File: src/rtl/video_mode_detect_if.sv
// Video timing in, detected raster mode out.
// master drives the video timing; slave is the detector.
interface video_mode_detect_if #(
    parameter int CNT_W = 12
);
    logic             vid_de;
    logic             vid_vsync;
    logic [1:0]       pu_type;
    logic             pu_valid;
    logic [CNT_W-1:0] meas_width;
    logic [CNT_W-1:0] meas_height;
    logic             frame_pulse;
    logic             mode_change;

    modport master (
        output vid_de,
        output vid_vsync,
        input  pu_type,
        input  pu_valid,
        input  meas_width,
        input  meas_height,
        input  frame_pulse,
        input  mode_change
    );

    modport slave (
        input  vid_de,
        input  vid_vsync,
        output pu_type,
        output pu_valid,
        output meas_width,
        output meas_height,
        output frame_pulse,
        output mode_change
    );
endinterface

File: src/rtl/video_mode_detect.sv
// Measures DE raster per frame and reports a debounced resolution code.
// MODE*_W/H default to the real rasters; they only exist so short rasters can stand in.
module video_mode_detect #(
    parameter int VSYNC_POL      = 1,
    parameter int STABLE_FRAMES  = 3,
    parameter int TIMEOUT_CYCLES = 4194304,
    parameter int CNT_W          = 12,
    parameter int MODE2_W        = 1920,
    parameter int MODE2_H        = 1080,
    parameter int MODE1_W        = 1024,
    parameter int MODE1_H        = 768,
    parameter int MODE0_W        = 640,
    parameter int MODE0_H        = 480
) (
    input logic              clock,
    input logic              reset,
    video_mode_detect_if.slave vif
);
    localparam int TW = $clog2(TIMEOUT_CYCLES + 1);
    localparam logic [CNT_W-1:0] CMAX = '1;
    localparam logic [3:0] SFV = 4'(STABLE_FRAMES);
    localparam logic [TW-1:0] TLAST = TW'(TIMEOUT_CYCLES - 1);
    localparam logic POL = VSYNC_POL[0];

    typedef enum logic {SEARCH, MEASURE} state_t;
    typedef enum logic [1:0] {
        C_640  = 2'd0,
        C_1024 = 2'd1,
        C_1080 = 2'd2,
        C_INV  = 2'd3
    } cls_t;

    logic de_r, de_d, vs_r, vs_d;
    logic fs, de_rise, de_fall, tmo;
    logic [CNT_W-1:0] pix, acc_w, acc_h;
    logic acc_mm;
    logic [CNT_W-1:0] eff_w, eff_h;
    logic eff_mm;
    logic [TW-1:0] tcnt;
    cls_t cls;

    state_t state, state_n;
    cls_t last, last_n;
    logic [3:0] stab, stab_n;
    logic [1:0] type_q, type_n;
    logic valid_q, valid_n;
    logic [CNT_W-1:0] mw_q, mw_n, mh_q, mh_n;
    logic fp_q, fp_n, mc_q, mc_n;

    assign fs      = vs_r & ~vs_d;
    assign de_rise = de_r & ~de_d;
    assign de_fall = ~de_r & de_d;
    assign tmo     = (tcnt == TLAST) && !fs;

    // A line ending in the fs cycle still belongs to the closing frame.
    always_comb begin
        eff_w  = acc_w;
        eff_h  = acc_h;
        eff_mm = acc_mm;
        if (de_fall) begin
            eff_h = (acc_h == CMAX) ? acc_h : acc_h + 1'b1;
            if (acc_h == '0)
                eff_w = pix;
            else if (pix != acc_w)
                eff_mm = 1'b1;
        end
    end

    always_comb begin
        cls = C_INV;
        if (!eff_mm && eff_h != '0) begin
            if (eff_w == CNT_W'(MODE2_W) && eff_h == CNT_W'(MODE2_H))
                cls = C_1080;
            else if (eff_w == CNT_W'(MODE1_W) && eff_h == CNT_W'(MODE1_H))
                cls = C_1024;
            else if (eff_w == CNT_W'(MODE0_W) && eff_h == CNT_W'(MODE0_H))
                cls = C_640;
        end
    end

    always_ff @(posedge clock) begin
        if (reset) begin
            de_r   <= 1'b0;
            de_d   <= 1'b0;
            vs_r   <= 1'b0;
            vs_d   <= 1'b0;
            pix    <= '0;
            acc_w  <= '0;
            acc_h  <= '0;
            acc_mm <= 1'b0;
            tcnt   <= '0;
        end else begin
            de_r <= vif.vid_de;
            de_d <= de_r;
            vs_r <= vif.vid_vsync ^ ~POL;
            vs_d <= vs_r;
            if (de_rise)
                pix <= CNT_W'(1);
            else if (de_r && pix != CMAX)
                pix <= pix + 1'b1;
            if (fs) begin
                acc_w  <= '0;
                acc_h  <= '0;
                acc_mm <= 1'b0;
            end else if (de_fall) begin
                acc_w  <= eff_w;
                acc_h  <= eff_h;
                acc_mm <= eff_mm;
            end
            if (fs || tmo)
                tcnt <= '0;
            else
                tcnt <= tcnt + 1'b1;
        end
    end

    always_comb begin
        state_n = state;
        last_n  = last;
        stab_n  = stab;
        type_n  = type_q;
        valid_n = valid_q;
        mw_n    = mw_q;
        mh_n    = mh_q;
        fp_n    = 1'b0;
        unique case (1'b1)
            fs: begin
                fp_n = 1'b1;
                if (state == SEARCH) begin
                    state_n = MEASURE;
                end else begin
                    mw_n = eff_w;
                    mh_n = eff_h;
                    if (cls == last) begin
                        if (stab != SFV)
                            stab_n = stab + 1'b1;
                    end else begin
                        stab_n = 4'd1;
                        last_n = cls;
                    end
                    if (stab_n == SFV) begin
                        valid_n = (cls != C_INV);
                        type_n  = (cls == C_INV) ? 2'd0 : cls;
                    end
                end
            end
            tmo: begin
                state_n = SEARCH;
                last_n  = C_INV;
                stab_n  = '0;
                type_n  = '0;
                valid_n = 1'b0;
                mw_n    = '0;
                mh_n    = '0;
            end
            default: ;
        endcase
        mc_n = (type_n != type_q) || (valid_n != valid_q);
    end

    always_ff @(posedge clock) begin
        if (reset) begin
            state   <= SEARCH;
            last    <= C_INV;
            stab    <= '0;
            type_q  <= '0;
            valid_q <= 1'b0;
            mw_q    <= '0;
            mh_q    <= '0;
            fp_q    <= 1'b0;
            mc_q    <= 1'b0;
        end else begin
            state   <= state_n;
            last    <= last_n;
            stab    <= stab_n;
            type_q  <= type_n;
            valid_q <= valid_n;
            mw_q    <= mw_n;
            mh_q    <= mh_n;
            fp_q    <= fp_n;
            mc_q    <= mc_n;
        end
    end

    assign vif.pu_type     = type_q;
    assign vif.pu_valid    = valid_q;
    assign vif.meas_width  = mw_q;
    assign vif.meas_height = mh_q;
    assign vif.frame_pulse = fp_q;
    assign vif.mode_change = mc_q;
endmodule

File: src/flat_wrapper.sv
// flat-port wrapper written by rule: the top's interface ports become plain ports
module video_mode_detect_flat 
#(
    parameter int VSYNC_POL      = 1,
    parameter int STABLE_FRAMES  = 3,
    parameter int TIMEOUT_CYCLES = 4194304,
    parameter int CNT_W          = 12,
    parameter int MODE2_W        = 1920,
    parameter int MODE2_H        = 1080,
    parameter int MODE1_W        = 1024,
    parameter int MODE1_H        = 768,
    parameter int MODE0_W        = 640,
    parameter int MODE0_H        = 480
)
  (clock, reset, vif_vid_de, vif_vid_vsync, vif_pu_type, vif_pu_valid, vif_meas_width, vif_meas_height, vif_frame_pulse, vif_mode_change);
  video_mode_detect_if #(.CNT_W(CNT_W)) vif_i ();
  input logic clock;
  input logic reset;
  input wire logic [$bits(vif_i.vid_de)-1:0] vif_vid_de;
  input wire logic [$bits(vif_i.vid_vsync)-1:0] vif_vid_vsync;
  output wire logic [$bits(vif_i.pu_type)-1:0] vif_pu_type;
  output wire logic [$bits(vif_i.pu_valid)-1:0] vif_pu_valid;
  output wire logic [$bits(vif_i.meas_width)-1:0] vif_meas_width;
  output wire logic [$bits(vif_i.meas_height)-1:0] vif_meas_height;
  output wire logic [$bits(vif_i.frame_pulse)-1:0] vif_frame_pulse;
  output wire logic [$bits(vif_i.mode_change)-1:0] vif_mode_change;
  assign vif_i.vid_de = vif_vid_de;
  assign vif_i.vid_vsync = vif_vid_vsync;
  assign vif_pu_type = vif_i.pu_type;
  assign vif_pu_valid = vif_i.pu_valid;
  assign vif_meas_width = vif_i.meas_width;
  assign vif_meas_height = vif_i.meas_height;
  assign vif_frame_pulse = vif_i.frame_pulse;
  assign vif_mode_change = vif_i.mode_change;
  video_mode_detect #(.VSYNC_POL(VSYNC_POL), .STABLE_FRAMES(STABLE_FRAMES), .TIMEOUT_CYCLES(TIMEOUT_CYCLES), .CNT_W(CNT_W), .MODE2_W(MODE2_W), .MODE2_H(MODE2_H), .MODE1_W(MODE1_W), .MODE1_H(MODE1_H), .MODE0_W(MODE0_W), .MODE0_H(MODE0_H)) u_core (.clock(clock), .reset(reset), .vif(vif_i));
endmodule
File: config.mk
export PLATFORM = sky130hd
export DESIGN_NAME = video_mode_detect_flat
export DESIGN_NICKNAME = d
export VERILOG_FILES = /design/src/rtl/video_mode_detect_if.sv /design/src/rtl/video_mode_detect.sv /design/src/flat_wrapper.sv
export SDC_FILE = /design/constraint.sdc
export NUM_CORES = 1
export LEC_CHECK = 0
export BUFFER_PORTS_ARGS = -buffer_cell sky130_fd_sc_hd__buf_2
export CAP_MARGIN = 10
export CORE_MARGIN = 2
export CORE_UTILIZATION = 45
export CTS_BUF_LIST = sky130_fd_sc_hd__clkbuf_8
export DETAILED_ROUTE_END_ITERATION = 8
export PLACE_DENSITY = 0.73
export SYNTH_ARGS = -nofsm -noshare
export SYNTH_HDL_FRONTEND = slang
export SYNTH_SLANG_ARGS = --single-unit
File: constraint.sdc
create_clock -name clock -period 3.7 [get_ports clock]
set_clock_uncertainty 0.15 [all_clocks]
set_input_delay 0.37 -clock clock [delete_from_list [all_inputs] [get_ports clock]]
set_output_delay 0.37 -clock clock [all_outputs]
set_load 0.01 [all_outputs]
## Word-level counts from Yosys, hierarchy flattened

Cells that the tools add are included.

- Bits of input ports: 4
- Logic and storage cells: 102
- Bits in registers: 100

- Reduce and logical (&&, ||, !) cells: 19
- Multiplexer cells: 35
- Equal/unequal tests: 19
- $add $sub $neg: 4
- Bitwise logic cells: 6

Operator list:

| kind | count |
|---|---|
| $mux 12 | 6 |
| $pmux 12 s2 | 2 |
| $eq 12x11->1 const B | 3 |
| $add 12x1->12 const B | 2 |
| $eq 12x10->1 const B | 2 |
| $add 23x1->23 const B | 1 |
| $eq 23x22->1 const B | 1 |
| $mux 4 | 5 |
| $mux 2 | 9 |
| $eq 12x12->1 const B | 1 |
| $eq 12x9->1 const B | 1 |
| $logic_not 12->1 | 1 |
| $ne 12x12->1 | 1 |
| $ne 12x12->1 const B | 1 |
| $reduce_bool 12->1 | 1 |
| $mux 1 | 8 |
| $pmux 2 s2 | 2 |
| $pmux 4 s2 | 1 |
| $logic_and 1x1->1 | 6 |
| $ne 2x2->1 const B | 3 |
| $reduce_or 2->1 | 3 |
| $add 4x1->4 const B | 1 |
| $eq 4x2->1 const B | 1 |
| $ne 4x2->1 const B | 1 |
| other kinds (12) | 20 |

## Logic depth before layout (Yosys ltp)

- Word-level depth: 19
- Depth in mapped cells: 12
- Gate-level depth less buffers: 10

## Least setup slack after synthesis

No wires, ideal clock.

- Path kind: register -> register
- From: reg u_core.acc_h[6]
- To: reg u_core.mc_q (netlist: u_core.vif.mode_change)
- Path slack: 0.215 ns
- Required time: 3.459 ns
- Cell stages (with the launch flop): 11
- Data arrival time: 3.244 ns
- Buffers on the path: 1
- Path through: dfxtp_1 nand4_4 or4_1 o311a_2 or4_1 or4_1 a21oi_2 xor2_2 buf_6 nand4_2 a311oi_1

- Word-level cells in the longest chain between the ends: 19

Ends and longest elaborated chain:

| element | RTL line | RTL |
|---|---|---|
| start, declared | video_mode_detect.sv:35 | `logic [CNT_W-1:0] pix, acc_w, acc_h;` |
| start signal, assigned | video_mode_detect.sv:107 | `acc_h <= eff_h;` |
| $add 12x1->12, or another cell as far along | video_mode_detect.sv:61 | `eff_h = (acc_h == CMAX) ? acc_h : acc_h + 1'b1;` |
| $mux 12 (on tied branches) | video_mode_detect.sv:61, video_mode_detect.sv:62 |  |
| $mux 12 | video_mode_detect.sv:60 | `if (de_fall) begin` |
| $eq 12x9->1 / $eq 12x10->1 (equally long branches) | video_mode_detect.sv:76 | `else if (eff_w == CNT_W'(MODE0_W) && eff_h == CNT_W'(MODE0_H))` |
| $logic_and 1x1->1 | video_mode_detect.sv:76 |  |
| $mux 2 | video_mode_detect.sv:76 |  |
| $mux 2 | video_mode_detect.sv:74 | `else if (eff_w == CNT_W'(MODE1_W) && eff_h == CNT_W'(MODE1_H))` |
| $mux 2 | video_mode_detect.sv:72 | `if (eff_w == CNT_W'(MODE2_W) && eff_h == CNT_W'(MODE2_H))` |
| (+3 left out) | n/a |  |
| $mux 4 | video_mode_detect.sv:129 | `if (state == SEARCH) begin` |
| $mux 4 | video_mode_detect.sv:126 | `unique case (1'b1)` |
| $eq 4x2->1 | video_mode_detect.sv:141 | `if (stab_n == SFV) begin` |
| $mux 2 / $mux 1 (equally long branches) | video_mode_detect.sv:141 |  |
| $mux 2 / $mux 1 (equally long branches) | video_mode_detect.sv:129 |  |
| $pmux 2 s2 / $pmux 1 s2 (equally long branches) | video_mode_detect.sv:126 |  |
| $ne 2x2->1 / $ne 1x1->1 (equally long branches) | video_mode_detect.sv:158 | `mc_n = (type_n != type_q) \|\| (valid_n != valid_q);` |
| $logic_or 1x1->1 * | video_mode_detect.sv:158 |  |
| end signal, assigned | video_mode_detect.sv:181 | `mc_q <= mc_n;` |
| end, declared | video_mode_detect.sv:48 | `logic fp_q, fp_n, mc_q, mc_n;` |

Every way passes the cells marked *; elsewhere a longest branch is shown, timed or not. The select of a mux whose other input is x is not followed.
A chain may end at the register's enable or synchronous reset.

## Worst setup path after layout

- From: reg u_core.acc_h[1]
- To: reg u_core.mc_q (netlist: u_core.vif.mode_change)

The elaborated chain is that of the path after synthesis.

==> results.md <==
| Metric | This run | Unit |
|:---|:---|:---|
| Total die area | 11,500 | um^2 |
| Source of the worst register-to-register timing path | u_core.acc_h[1] | - |
| Buffers & Inverters on Critical Path | 1 | - |
| Static leakage power | 2.16 | nW |
| Chip height | 107 | um |
| Clock-pin slew on the worst setup and hold paths | 0.10 | ns |
| Run status | finished clean | - |
| CTS root buffer | clkbuf_8 | - |
| Worst Tran Pin Value | 0.933 | ns |
| DR DRC count | 0 | - |
| Seq. cell area | 2010 | um^2 |
| Setup repair after global routing missed its margin | true | - |
| Post-route cell area | 5440 | um^2 |
| Cell family with most CP delay | simple AND/OR/NAND/NOR gates | - |
| Worst path cell trace | ha_2 -> nand3_1 -> or4_1 -> o311a_2 -> or4_1 -> or4_1 -> a21oi_2 -> xor2_2 -> buf_4 -> nand4_2 -> a311oi_1 | - |
| Max-cap violation count | 0 | - |
| Number of synthesized flops with an enable pin | 0 | - |
| Largest net degree at the start of global routing | 49 | - |
| Layout cell share with drive strength beyond 1 | 16.5 | % |
| Element type at the critical path start | register | - |
| Cell taking the most area after synthesis | dfxtp_1 | - |
| Total routed wirelength | 11.2 | mm |
| Worst VDD drop | 0.215 | mV |
| Class of the worst hold path | input port to register | - |
| Via count of the first global-routing pass | 3,961 | - |
| Hold Path Origin | vif_vid_de | - |
| Initial antenna violation count | 0 | - |
| Count of hold-fix buffers inserted at cts | 0 | - |
| DIE WIDTH | 107 | um |
| WHS | 0.0751 | ns |
| Data arrival time of the critical path | 3.68 | ns |
| Mapped Cells | 568 | - |
| Critical-path maximum fanout | 5 | - |
| Total power | 1.87 | mW |
| GRT Util Overall | 19.6 | % |
| Via/cell ratio | 5.64 | - |
| Routed wire per std cell | 15.0 | um |
| Area of the multi-input gates | 2690 | um^2 |
| Max H-tree Level | 3 | - |
| Minimum period implied by the final worst setup slack | 3.56 | ns |
| IO Count | 33 | - |
| Filler instances | 988 | - |
| Number of DRC markers after the initial detailed-route iteration | 211 | - |
| Max Buffers Root-to-Sink | 2 | - |
| Type of destination of the critical path | register | - |
| Highest achievable clock rate | 281 | MHz |
| Crit Path Class | register to register | - |
| CP dominant cell by count | or4_1 | - |
| Number of cells on the worst reg-to-reg path | 11 | - |
| Synthesized area divided by synthesized cell count | 8.47 | um^2 |
| Ratio of final minimum period to clock period | 96.1 | % |
| CP required | 3.82 | ns |
| Synth-to-Final Area Change | 13.1 | % |
| Final-report setup violation count | 0 | - |
| Antenna fix cells | 0 | - |
| Register-to-register path setup slack | 0.14 | ns |
| HPWL reported at the end of detailed placement | 8.08 | mm |
| Final Max Slew Viols | 0 | - |
| CTS tree | built | - |
| Gr ovfl total | 0 | - |
| Via count | 4,220 | - |
| Quantity of I/O buffers inserted on ports | 32 | - |
| Commonest cells post-synth | nor2_1, dfxtp_1, xor2_1 | - |
| Post-Synthesis Net Count | 577 | - |
| Number of rows created at floorplan | 37 | - |
| Clock insertion delay at the later pin of the skew report | 0.36 | ns |
| Final Wtd Congestion | 0.928 | - |
| Synthesis-stage register bit count | 100 | - |
| Synth top area cells | dfxtp_1, nor2_1, xor2_1 | - |
| Floorplan core area | 10,400 | um^2 |
| Power per cell area | 344 | nW/um^2 |
| Post-route antenna net violation count | 0 | - |
| Hold Violations, Final | 0 | - |
| First-pass GRT wire length | 18.4 | mm |
| Fraction of the yosys area taken by sequential cells | 41.6 | % |
| CTS buffer count | 9 | - |
| Initial cell density of the core | 46.4 | % |
| Maximum single-stage delay on the critical path | 0.55 | ns |
| Fraction of post-synthesis cell area in the top cell type by area | 41.6 | % |
| Commonest register cell after synthesis | dfxtp_1 | - |
| Total iterations of the first detailed-routing run | 5 | - |
| Count of unique library cells instantiated by Yosys | 58 | - |
| Post-synthesis async set-or-reset flop share | 0 | % |
| Area after detailed placement | 5190 | um^2 |
| Hold Path Cell Cnt | 2 | - |
| Nets | 616 | - |
| Cell with the largest stage delay on the worst path | or4_1 | - |
| Worst reg2reg endpoint | u_core.vif.mode_change | - |
| Netlist Area Pre-Place | 4810 | um^2 |
| Number of clock sinks seen by CTS | 100 | - |
| Most instantiated library cell after synthesis | nor2_1 | - |
| Min-Delay Endpoint | u_core.de_r | - |
| Relative slew slack | 37.8 | % |
| Yosys warning count | 0 | - |
## worst max path at each step
stage	from	to	slack [ns]	cells after the start
6_report	u_core.acc_h[1]	u_core.vif.mode_change	0.14	11
5_1_grt	u_core.acc_h[1]	u_core.vif.mode_change	-0.04	11
4_1_cts	u_core.acc_h[3]	u_core.stab[2]	0.008	10
3_5_place_dp	u_core.acc_h[3]	u_core.stab[2]	0.04	10
3_3_place_gp	u_core.acc_h[3]	u_core.vif.pu_type[0]	0.14	10
2_1_floorplan	u_core.acc_h[6]	u_core.vif.mode_change	0.22	10
## kinds of logic (layout without fill, tap and decap cells)
kind of cell | after synthesis | after routing | synth area share [%]
AOI/OAI and AO/OA | 79 | 79 | 11.1
xor gates and xnor gates | 44 | 44 | 8.16
adders and majority gates | 5 | 5 | 1.30
buffers and inverters | 37 | 81 | 3.17
DFF | 100 | 100 | 41.6
muxes | 26 | 26 | 5.49
and+or+nand+nor | 277 | 277 | 29.2
## placed cells by master (no fill, tap or decap), types with 4 or more instances in the layout
| cell | netlist | routed |
|---|---|---|
| buf_2 | 5 | 32 |
| a31oi_1 | 23 | 23 |
| nor4_1 | 13 | 11 |
| nor3_1 | 13 | 12 |
| mux2i_1 | 23 | 23 |
| nor2b_1 | 14 | 14 |
| buf_4 | 0 | 25 |
| xor2_1 | 32 | 32 |
| ha_1 | 5 | 4 |
| clkbuf_8 | 0 | 9 |
| and4_1 | 7 | 6 |
| nand4_1 | 14 | 14 |
| inv_1 | 8 | 8 |
| a21oi_1 | 18 | 18 |
| o21ai_0 | 9 | 9 |
| xnor2_1 | 11 | 11 |
| and3_1 | 16 | 16 |
| nand2b_1 | 5 | 5 |
| nor2_1 | 113 | 113 |
| dfxtp_1 | 100 | 97 |
| or3_1 | 7 | 7 |
| nand2_1 | 29 | 29 |
| or2_2 | 5 | 5 |
| a31o_2 | 5 | 5 |
| nand3_1 | 22 | 22 |
## per-layer routing
layer | GRT usage, % | up-vias | share of wire, %
li1 | - | 2098 | -
met3 | 2.85 | 16 | 3.4
met4 | 6.68 | 0 | 1.7
met5 | 0 | - | 0
met1 | 24.8 | 2031 | 45
met2 | 34.3 | 75 | 50
## state kept, by name (all words and copies together), names as in the netlist
name / flops
u_core.vif.meas_width: 12
u_core.state: 1
u_core.pix: 12
u_core.tcnt: 23
u_core.acc_w: 12
u_core.de_r: 1
u_core.vs_r: 1
u_core.de_d: 1
u_core.vif.mode_change: 1
u_core.vs_d: 1
u_core.stab: 4
u_core.acc_mm: 1
u_core.acc_h: 12
u_core.vif.frame_pulse: 1
u_core.vif.pu_valid: 1
u_core.last: 2
u_core.vif.meas_height: 12
u_core.vif.pu_type: 2
## stage by stage
| stage | util [%] | instances | worst slack [ns] | TNS [ns] |
|---|---|---|---|---|
| after floorplan | - | 568 | 0.215 | 0 |
| after global placement | 50.1 | 730 | 0.137 | 0 |
| after detailed placement | 50.1 | 730 | 0.0378 | 0 |
| after CTS | 52.1 | 746 | 0.00764 | 0 |
| after global routing | 52.5 | 748 | -0.0447 | -0.170 |
| final | 52.5 | 748 | 0.143 | 0 |
## cell type report
cell class	instances	share of cell area [%]
clock buffers	9	2.28
clock inverters	7	1.49
inverters	8	0.552
multi-input cells	431	49.3
flip-flops and latches	100	36.8
well taps	136	3.13
repair buffers	57	6.39
## what timing repair did
item / 4_1_cts / 5_1_grt
setup buffers: 0 / 2
setup endpoints to repair: 0 / 7
resized for setup: 0 / 9
## where the power goes
part	internal, mW	switching (mW)
logic	0.0264	0.0500
clock network	0.269	0.432
registers	1.08	0.0107
(Power assumes the default switching activity.)
